**src/rtl/wb_cmd_master_if.sv**
```systemverilog
// rtl/wb_cmd_master_if.sv - Wishbone master-side signal bundle for wb_cmd_master
interface wb_cmd_master_if #(
  parameter int AW = 32,
  parameter int DW = 32,
  parameter int SW = 4
);
  logic [AW-1:0] wb_adr_o;
  logic [DW-1:0] wb_dat_o;
  logic [SW-1:0] wb_sel_o;
  logic          wb_we_o;
  logic          wb_cyc_o;
  logic          wb_stb_o;
  logic          wb_cab_o;
  logic [DW-1:0] wb_dat_i;
  logic          wb_ack_i;
  logic          wb_err_i;
  logic          wb_rty_i;

  modport master (
    output wb_adr_o, wb_dat_o, wb_sel_o, wb_we_o, wb_cyc_o, wb_stb_o, wb_cab_o,
    input  wb_dat_i, wb_ack_i, wb_err_i, wb_rty_i
  );

  modport slave (
    input  wb_adr_o, wb_dat_o, wb_sel_o, wb_we_o, wb_cyc_o, wb_stb_o, wb_cab_o,
    output wb_dat_i, wb_ack_i, wb_err_i, wb_rty_i
  );
endinterface

```
**src/rtl/wb_cmd_master.sv**
```systemverilog
// rtl/wb_cmd_master.sv - queued single-word Wishbone master with err/ack/rty termination
// Optional BUS watchdog (status 11) enabled by defining WB_CMD_MASTER_TIMEOUT_EN.
module wb_cmd_master #(
  parameter int DW        = 32,
  parameter int AW        = 32,
  parameter int SW        = 4,
  parameter int DEPTH     = 4,
  parameter int MAX_RETRY = 3
) (
  input  logic          clk,
  input  logic          rst,
  input  logic          cmd_valid,
  output logic          cmd_ready,
  input  logic          cmd_we,
  input  logic [AW-1:0] cmd_adr,
  input  logic [SW-1:0] cmd_sel,
  input  logic [DW-1:0] cmd_dat,
  output logic          rsp_valid,
  input  logic          rsp_ready,
  output logic [DW-1:0] rsp_dat,
  output logic [1:0]    rsp_status,
  wb_cmd_master_if.master wb
);

  localparam int PW = $clog2(DEPTH);
  localparam int RW = $clog2(MAX_RETRY + 1);
  localparam int FW = 1 + AW + SW + DW;

  typedef enum logic [1:0] {IDLE, BUS, BACKOFF, RSP} state_t;

  state_t        state_q, state_d;
  logic [FW-1:0] fifo_q [DEPTH];
  logic [FW-1:0] fifo_d [DEPTH];
  logic [PW:0]   wr_ptr_q, wr_ptr_d;
  logic [PW:0]   rd_ptr_q, rd_ptr_d;
  logic          ready_q, ready_d;
  logic [AW-1:0] adr_q, adr_d;
  logic [DW-1:0] dat_q, dat_d;
  logic [SW-1:0] sel_q, sel_d;
  logic          we_q, we_d;
  logic [RW-1:0] retry_q, retry_d;
  logic [DW-1:0] rsp_dat_q, rsp_dat_d;
  logic [1:0]    rsp_status_q, rsp_status_d;
`ifdef WB_CMD_MASTER_TIMEOUT_EN
  logic [7:0]    wd_q, wd_d;
`endif

  logic full, empty, push, pop;
  logic [FW-1:0] head;

  assign full  = (wr_ptr_q[PW] != rd_ptr_q[PW]) && (wr_ptr_q[PW-1:0] == rd_ptr_q[PW-1:0]);
  assign empty = (wr_ptr_q == rd_ptr_q);
  // ready_q keeps cmd_ready low until the first edge after reset release
  assign cmd_ready = ready_q && !full;
  assign push  = cmd_valid && cmd_ready;
  assign pop   = (state_q == RSP) && rsp_ready;
  assign head  = fifo_q[rd_ptr_q[PW-1:0]];

  assign wb.wb_adr_o = adr_q;
  assign wb.wb_dat_o = dat_q;
  assign wb.wb_sel_o = sel_q;
  assign wb.wb_we_o  = we_q;
  assign wb.wb_cyc_o = (state_q == BUS);
  assign wb.wb_stb_o = (state_q == BUS);
  assign wb.wb_cab_o = 1'b0;

  assign rsp_valid  = (state_q == RSP);
  assign rsp_dat    = rsp_dat_q;
  assign rsp_status = rsp_status_q;

  always_comb begin
    fifo_d   = fifo_q;
    wr_ptr_d = wr_ptr_q;
    rd_ptr_d = rd_ptr_q;
    ready_d  = 1'b1;
    if (push) begin
      fifo_d[wr_ptr_q[PW-1:0]] = {cmd_we, cmd_adr, cmd_sel, cmd_dat};
      wr_ptr_d = wr_ptr_q + (PW+1)'(1);
    end
    if (pop) begin
      rd_ptr_d = rd_ptr_q + (PW+1)'(1);
    end
  end

  always_comb begin
    state_d      = state_q;
    adr_d        = adr_q;
    dat_d        = dat_q;
    sel_d        = sel_q;
    we_d         = we_q;
    retry_d      = retry_q;
    rsp_dat_d    = rsp_dat_q;
    rsp_status_d = rsp_status_q;
`ifdef WB_CMD_MASTER_TIMEOUT_EN
    wd_d         = wd_q;
`endif
    case (state_q)
      IDLE: begin
        if (!empty) begin
          {we_d, adr_d, sel_d, dat_d} = head;
          retry_d = '0;
`ifdef WB_CMD_MASTER_TIMEOUT_EN
          wd_d    = '0;
`endif
          state_d = BUS;
        end
      end
      BUS: begin
        if (wb.wb_err_i) begin
          rsp_status_d = 2'b01;
          rsp_dat_d    = '0;
          state_d      = RSP;
        end else if (wb.wb_ack_i) begin
          rsp_status_d = 2'b00;
          rsp_dat_d    = we_q ? '0 : wb.wb_dat_i;
          state_d      = RSP;
        end else if (wb.wb_rty_i) begin
          if (retry_q < RW'(MAX_RETRY)) begin
            retry_d = retry_q + RW'(1);
            state_d = BACKOFF;
          end else begin
            rsp_status_d = 2'b10;
            rsp_dat_d    = '0;
            state_d      = RSP;
          end
`ifdef WB_CMD_MASTER_TIMEOUT_EN
        end else if (wd_q == 8'd254) begin
          // this is the 255th unterminated BUS cycle
          rsp_status_d = 2'b11;
          rsp_dat_d    = '0;
          state_d      = RSP;
        end else begin
          wd_d = wd_q + 8'd1;
`endif
        end
      end
      BACKOFF: begin
`ifdef WB_CMD_MASTER_TIMEOUT_EN
        wd_d    = '0;
`endif
        state_d = BUS;
      end
      RSP: begin
        if (rsp_ready) begin
          state_d = IDLE;
        end
      end
      default: state_d = IDLE;
    endcase
  end

  always_ff @(posedge clk or negedge rst) begin
    if (!rst) begin
      state_q      <= IDLE;
      for (int i = 0; i < DEPTH; i++) fifo_q[i] <= '0;
      wr_ptr_q     <= '0;
      rd_ptr_q     <= '0;
      ready_q      <= 1'b0;
      adr_q        <= '0;
      dat_q        <= '0;
      sel_q        <= '0;
      we_q         <= 1'b0;
      retry_q      <= '0;
      rsp_dat_q    <= '0;
      rsp_status_q <= '0;
`ifdef WB_CMD_MASTER_TIMEOUT_EN
      wd_q         <= '0;
`endif
    end else begin
      state_q      <= state_d;
      fifo_q       <= fifo_d;
      wr_ptr_q     <= wr_ptr_d;
      rd_ptr_q     <= rd_ptr_d;
      ready_q      <= ready_d;
      adr_q        <= adr_d;
      dat_q        <= dat_d;
      sel_q        <= sel_d;
      we_q         <= we_d;
      retry_q      <= retry_d;
      rsp_dat_q    <= rsp_dat_d;
      rsp_status_q <= rsp_status_d;
`ifdef WB_CMD_MASTER_TIMEOUT_EN
      wd_q         <= wd_d;
`endif
    end
  end

endmodule

```
**src/flat_wrapper.sv**
```systemverilog
// flat-port wrapper written by rule: the top's interface ports become plain ports
module wb_cmd_master_flat 
#(
  parameter int DW        = 32,
  parameter int AW        = 32,
  parameter int SW        = 4,
  parameter int DEPTH     = 4,
  parameter int MAX_RETRY = 3
)
  (clk, rst, cmd_valid, cmd_ready, cmd_we, cmd_adr, cmd_sel, cmd_dat, rsp_valid, rsp_ready, rsp_dat, rsp_status, wb_wb_adr_o, wb_wb_dat_o, wb_wb_sel_o, wb_wb_we_o, wb_wb_cyc_o, wb_wb_stb_o, wb_wb_cab_o, wb_wb_dat_i, wb_wb_ack_i, wb_wb_err_i, wb_wb_rty_i);
  wb_cmd_master_if #(.AW(AW), .DW(DW), .SW(SW)) wb_i ();
  input  logic clk;
  input  logic rst;
  input  logic cmd_valid;
  output logic cmd_ready;
  input  logic cmd_we;
  input  logic [AW-1:0] cmd_adr;
  input  logic [SW-1:0] cmd_sel;
  input  logic [DW-1:0] cmd_dat;
  output logic rsp_valid;
  input  logic rsp_ready;
  output logic [DW-1:0] rsp_dat;
  output logic [1:0] rsp_status;
  output wire logic [$bits(wb_i.wb_adr_o)-1:0] wb_wb_adr_o;
  output wire logic [$bits(wb_i.wb_dat_o)-1:0] wb_wb_dat_o;
  output wire logic [$bits(wb_i.wb_sel_o)-1:0] wb_wb_sel_o;
  output wire logic [$bits(wb_i.wb_we_o)-1:0] wb_wb_we_o;
  output wire logic [$bits(wb_i.wb_cyc_o)-1:0] wb_wb_cyc_o;
  output wire logic [$bits(wb_i.wb_stb_o)-1:0] wb_wb_stb_o;
  output wire logic [$bits(wb_i.wb_cab_o)-1:0] wb_wb_cab_o;
  input wire logic [$bits(wb_i.wb_dat_i)-1:0] wb_wb_dat_i;
  input wire logic [$bits(wb_i.wb_ack_i)-1:0] wb_wb_ack_i;
  input wire logic [$bits(wb_i.wb_err_i)-1:0] wb_wb_err_i;
  input wire logic [$bits(wb_i.wb_rty_i)-1:0] wb_wb_rty_i;
  assign wb_wb_adr_o = wb_i.wb_adr_o;
  assign wb_wb_dat_o = wb_i.wb_dat_o;
  assign wb_wb_sel_o = wb_i.wb_sel_o;
  assign wb_wb_we_o = wb_i.wb_we_o;
  assign wb_wb_cyc_o = wb_i.wb_cyc_o;
  assign wb_wb_stb_o = wb_i.wb_stb_o;
  assign wb_wb_cab_o = wb_i.wb_cab_o;
  assign wb_i.wb_dat_i = wb_wb_dat_i;
  assign wb_i.wb_ack_i = wb_wb_ack_i;
  assign wb_i.wb_err_i = wb_wb_err_i;
  assign wb_i.wb_rty_i = wb_wb_rty_i;
  wb_cmd_master #(.DW(DW), .AW(AW), .SW(SW), .DEPTH(DEPTH), .MAX_RETRY(MAX_RETRY)) u_core (.clk(clk), .rst(rst), .cmd_valid(cmd_valid), .cmd_ready(cmd_ready), .cmd_we(cmd_we), .cmd_adr(cmd_adr), .cmd_sel(cmd_sel), .cmd_dat(cmd_dat), .rsp_valid(rsp_valid), .rsp_ready(rsp_ready), .rsp_dat(rsp_dat), .rsp_status(rsp_status), .wb(wb_i));
endmodule
```
**config.mk**
```make
export PLATFORM = sky130hd
export DESIGN_NAME = wb_cmd_master_flat
export DESIGN_NICKNAME = d
export VERILOG_FILES = /design/src/rtl/wb_cmd_master_if.sv /design/src/rtl/wb_cmd_master.sv /design/src/flat_wrapper.sv
export SDC_FILE = /design/constraint.sdc
export NUM_CORES = 1
export LEC_CHECK = 0
export CAP_MARGIN = 25
export CORE_MARGIN = 4
export CORE_UTILIZATION = 55
export CTS_CLUSTER_SIZE = 24
export DETAILED_ROUTE_END_ITERATION = 8
export GPL_ROUTABILITY_DRIVEN = 1
export PLACE_DENSITY = 0.8
export SETUP_SLACK_MARGIN = 0.1
export SYNTH_ARGS = -nofsm -noshare
export SYNTH_HDL_FRONTEND = slang
export SYNTH_SLANG_ARGS = --single-unit
export TNS_END_PERCENT = 30
```
**constraint.sdc**
```tcl
create_clock -name clk -period 5.4 [get_ports clk]
set_clock_uncertainty 0.15 [all_clocks]
set_input_delay 1.62 -clock clk [delete_from_list [all_inputs] [get_ports clk]]
set_output_delay 1.62 -clock clk [all_outputs]
set_load 0.1 [all_outputs]
```
==> results.yml <==
status:
  status: "completed"
clocking:
  numCtsBuffers: 41
  cts-hold-fix-buffers: 0
  cts-root-buf: "clkbuf_16"
  cts_tree: "yes"
  cts_setup_buffers: 0
  clk_path_buf_depth: 3
  numClockSinks: 390
  htree_levels: 2
  clkLatencyLatePin_ps: 520
  cts_resized: 0
  clk_pin_slew_ps: 60
setup_path:
  path_class: "flip-flop to output port"
  critPathLaunchType: "flip-flop"
  critPathCaptureType: "output port"
  cp_cell_sequence: "and2_1 -> clkdlybuf4s50_1"
  regToRegEndpoint: "u_core.fifo_q[212]$_DFFE_PN0P_"
  cpMaxStageDelayCell: "clkdlybuf4s50_1"
  ff2ff_path_depth: 6
  crit_required_ps: 3630
  rrSetupSlack_ps: 2330
  slowest_delay_ps: 1210
  arrival_ps: 2520
  cp_max_fo: 10
  reg2reg_from: "u_core.rd_ptr_q[1]$_DFFE_PN0P_"
cells_and_area:
  final_area_um2: 20490
  ff_latch_area_um2: 9767
  layout-drive-gt1-share: 0.4080
  fillers: 2014
  finalCoreUtilization: 0.6894
  nets: 1356
  syn2layout_area_growth_pct: 23.05
  mostFrequentLayoutCells: "dfrtp_1, mux2_2, clkdlybuf4s50_1"
  mostFrequentLayoutCell: "dfrtp_1"
  multi_input_area_um2: 6415
global_routing:
  grt_pass1_vias: 10260
  grt_max_degree: 124
  grt-ovfl-total: 0
  antenna_found_initial: 3
  grt_pass1_wl_um: 56680
  grt_use_total: 0.2124
timing:
  setup_ws_ps: 1111
  tns_ps: 0
  fmax_mhz: 233.2
  min_period_ps: 4289
  period_share: 0.7942
  rsz0062_at_grt: "false"
  slew_headroom: 0.2877
  drv_slew: 0
  setup_viol: 0
  timing.final.hold_violations: 0
  worstMarginPinSlew_ps: 1065
synthesis:
  netlist_area_um2: 16650
  async_flop_share: 1.000
  synth_ff_type: "dfrtp_1"
  ys_types: 35
  yosysWarnings: 0
  synth_nets: 1141
  avgSynthCellArea_um2: 16.21
  yosysSeqAreaShare: 0.5862
  synth-seq-cells: 390
  synthCells: 1027
  synth_edf_count: 0
drt:
  finalWirelength_um: 34860
  drt_iter0_drc: 478
  drtAntennaViolNets: 0
  route.detailed.drc: 0
  vias: 9362
  viasPerCell: 5.623
  drtPass1Iterations: 6
  drt-wirelength-per-cell_um: 20.94
floorplan:
  die_h_um: 182.0
  die_area_um2: 33120
  dieWidth_um: 182.0
  std_cell_rows: 63
  core_area_um2: 29720
  start_util: 0.5602
  num_io_pins: 216
place:
  postPlaceCellArea_um2: 19030
  dp_hpwl_um: 21800
  post-place-ws_ps: 1360
  numPortBuffers: 214
  gp_congestion: 0.7716
hold_path:
  hold_class: "flip-flop to flip-flop"
  min_to: "u_core.rsp_dat[23]$_DFFE_PN0P_"
  hold_depth: 2
  worstHoldStart: "u_core.rsp_dat[23]$_DFFE_PN0P_"
run:
  drv_cap: 0
sequential cells by signal (all words and copies together), names as in the netlist:
signal and count:
u_core.wb.wb_sel_o 4, u_core.wb.wb_we_o 1, u_core.wb.wb_dat_o 32, u_core.retry_q 2, u_core.rsp_status 2, u_core.wb.wb_adr_o 32, u_core.rsp_dat 32, u_core.wr_ptr_q 3
u_core.state_q 2, u_core.ready_q 1, u_core.fifo_q 276, u_core.rd_ptr_q 3
Yosys cell counts, types with 2 or more instances:
cell type / number / area, um2
nand3_1: 33 / 165.2
mux2_4: 30 / 450.4
buf_12: 3 / 60.06
mux4_2: 69 / 1554
xor2_1: 2 / 17.52
clkbuf_1: 16 / 60.06
ha_1: 6 / 75.07
buf_4: 20 / 150.1
and2_1: 5 / 31.28
nor2_1: 5 / 18.77
nand3_4: 3 / 52.55
inv_1: 4 / 15.01
a21oi_1: 3 / 15.01
buf_6: 11 / 123.9
xnor2_1: 5 / 43.79
buf_2: 16 / 80.08
nand2_1: 72 / 270.3
mux2_2: 317 / 3570
dfrtp_1: 390 / 9759
conb_1: 2 / 7.510
kinds of logic after synthesis:
family	share of synthesized area
XOR/XNOR	0.003683
AO/OA/AOI/OAI	0.004735
multiplexers	0.3348
buffers and inverters	0.02961
other	0.0004511
adder cells (fa/ha/maj)	0.004509
AND/OR/NAND/NOR	0.03600
flip-flops	0.5862
layout make-up:
type / instances / share of cell area
Multi-Input combinational cell: 566 / 0.3131
Inverter: 4 / 0.0007329
Antenna cell: 3 / 0.0003665
Clock inverter: 11 / 0.007757
Sequential cell: 390 / 0.4768
Tap cell: 390 / 0.02382
Timing Repair Buffer: 239 / 0.1170
Clock buffer: 62 / 0.06040
stage by stage:
step	cells	hold slack (ps)
CTS	1660	317.5
finish	1665	311.9
global placement	1587	299.3
floorplan	1027	315.5
detailed placement	1587	304.6
global route	1664	334.7
routing by layer:
layer | part of all wire | vias up | GRT usage
met5 | 0.00023 | - | 0
met4 | 0.020 | 2 | 0.05434
met3 | 0.046 | 48 | 0.04587
met2 | 0.49 | 190 | 0.3422
met1 | 0.45 | 4971 | 0.2991
li1 | - | 4151 | -
worst max path at each step:
stage,slack [ps],endpoint,from,cells after the start
final,1110,rsp_valid,u_core.state_q[1]$_DFFE_PN0P_,2
after detailed placement,1360,u_core.fifo_q[203]$_DFFE_PN0P_,cmd_valid,5
after CTS,1090,rsp_valid,u_core.state_q[1]$_DFFE_PN0P_,2
after global routing,1020,rsp_valid,u_core.state_q[1]$_DFFE_PN0P_,2
after global placement,1420,u_core.fifo_q[218]$_DFFE_PN0P_,cmd_valid,6
after floorplan,1560,wb_wb_stb_o,u_core.state_q[1]$_DFFE_PN0P_,4
critical path, delay by kind of cell (launching register included):
family                 cells  cell delay (ps)
flip-flops                 1              550
buffers and inverters      1             1210
AND/OR/NAND/NOR            1              230
Power is left out: the tool's default activity adds up to more than one toggle a clock period on the data nets, which glitch-free logic cannot reach.
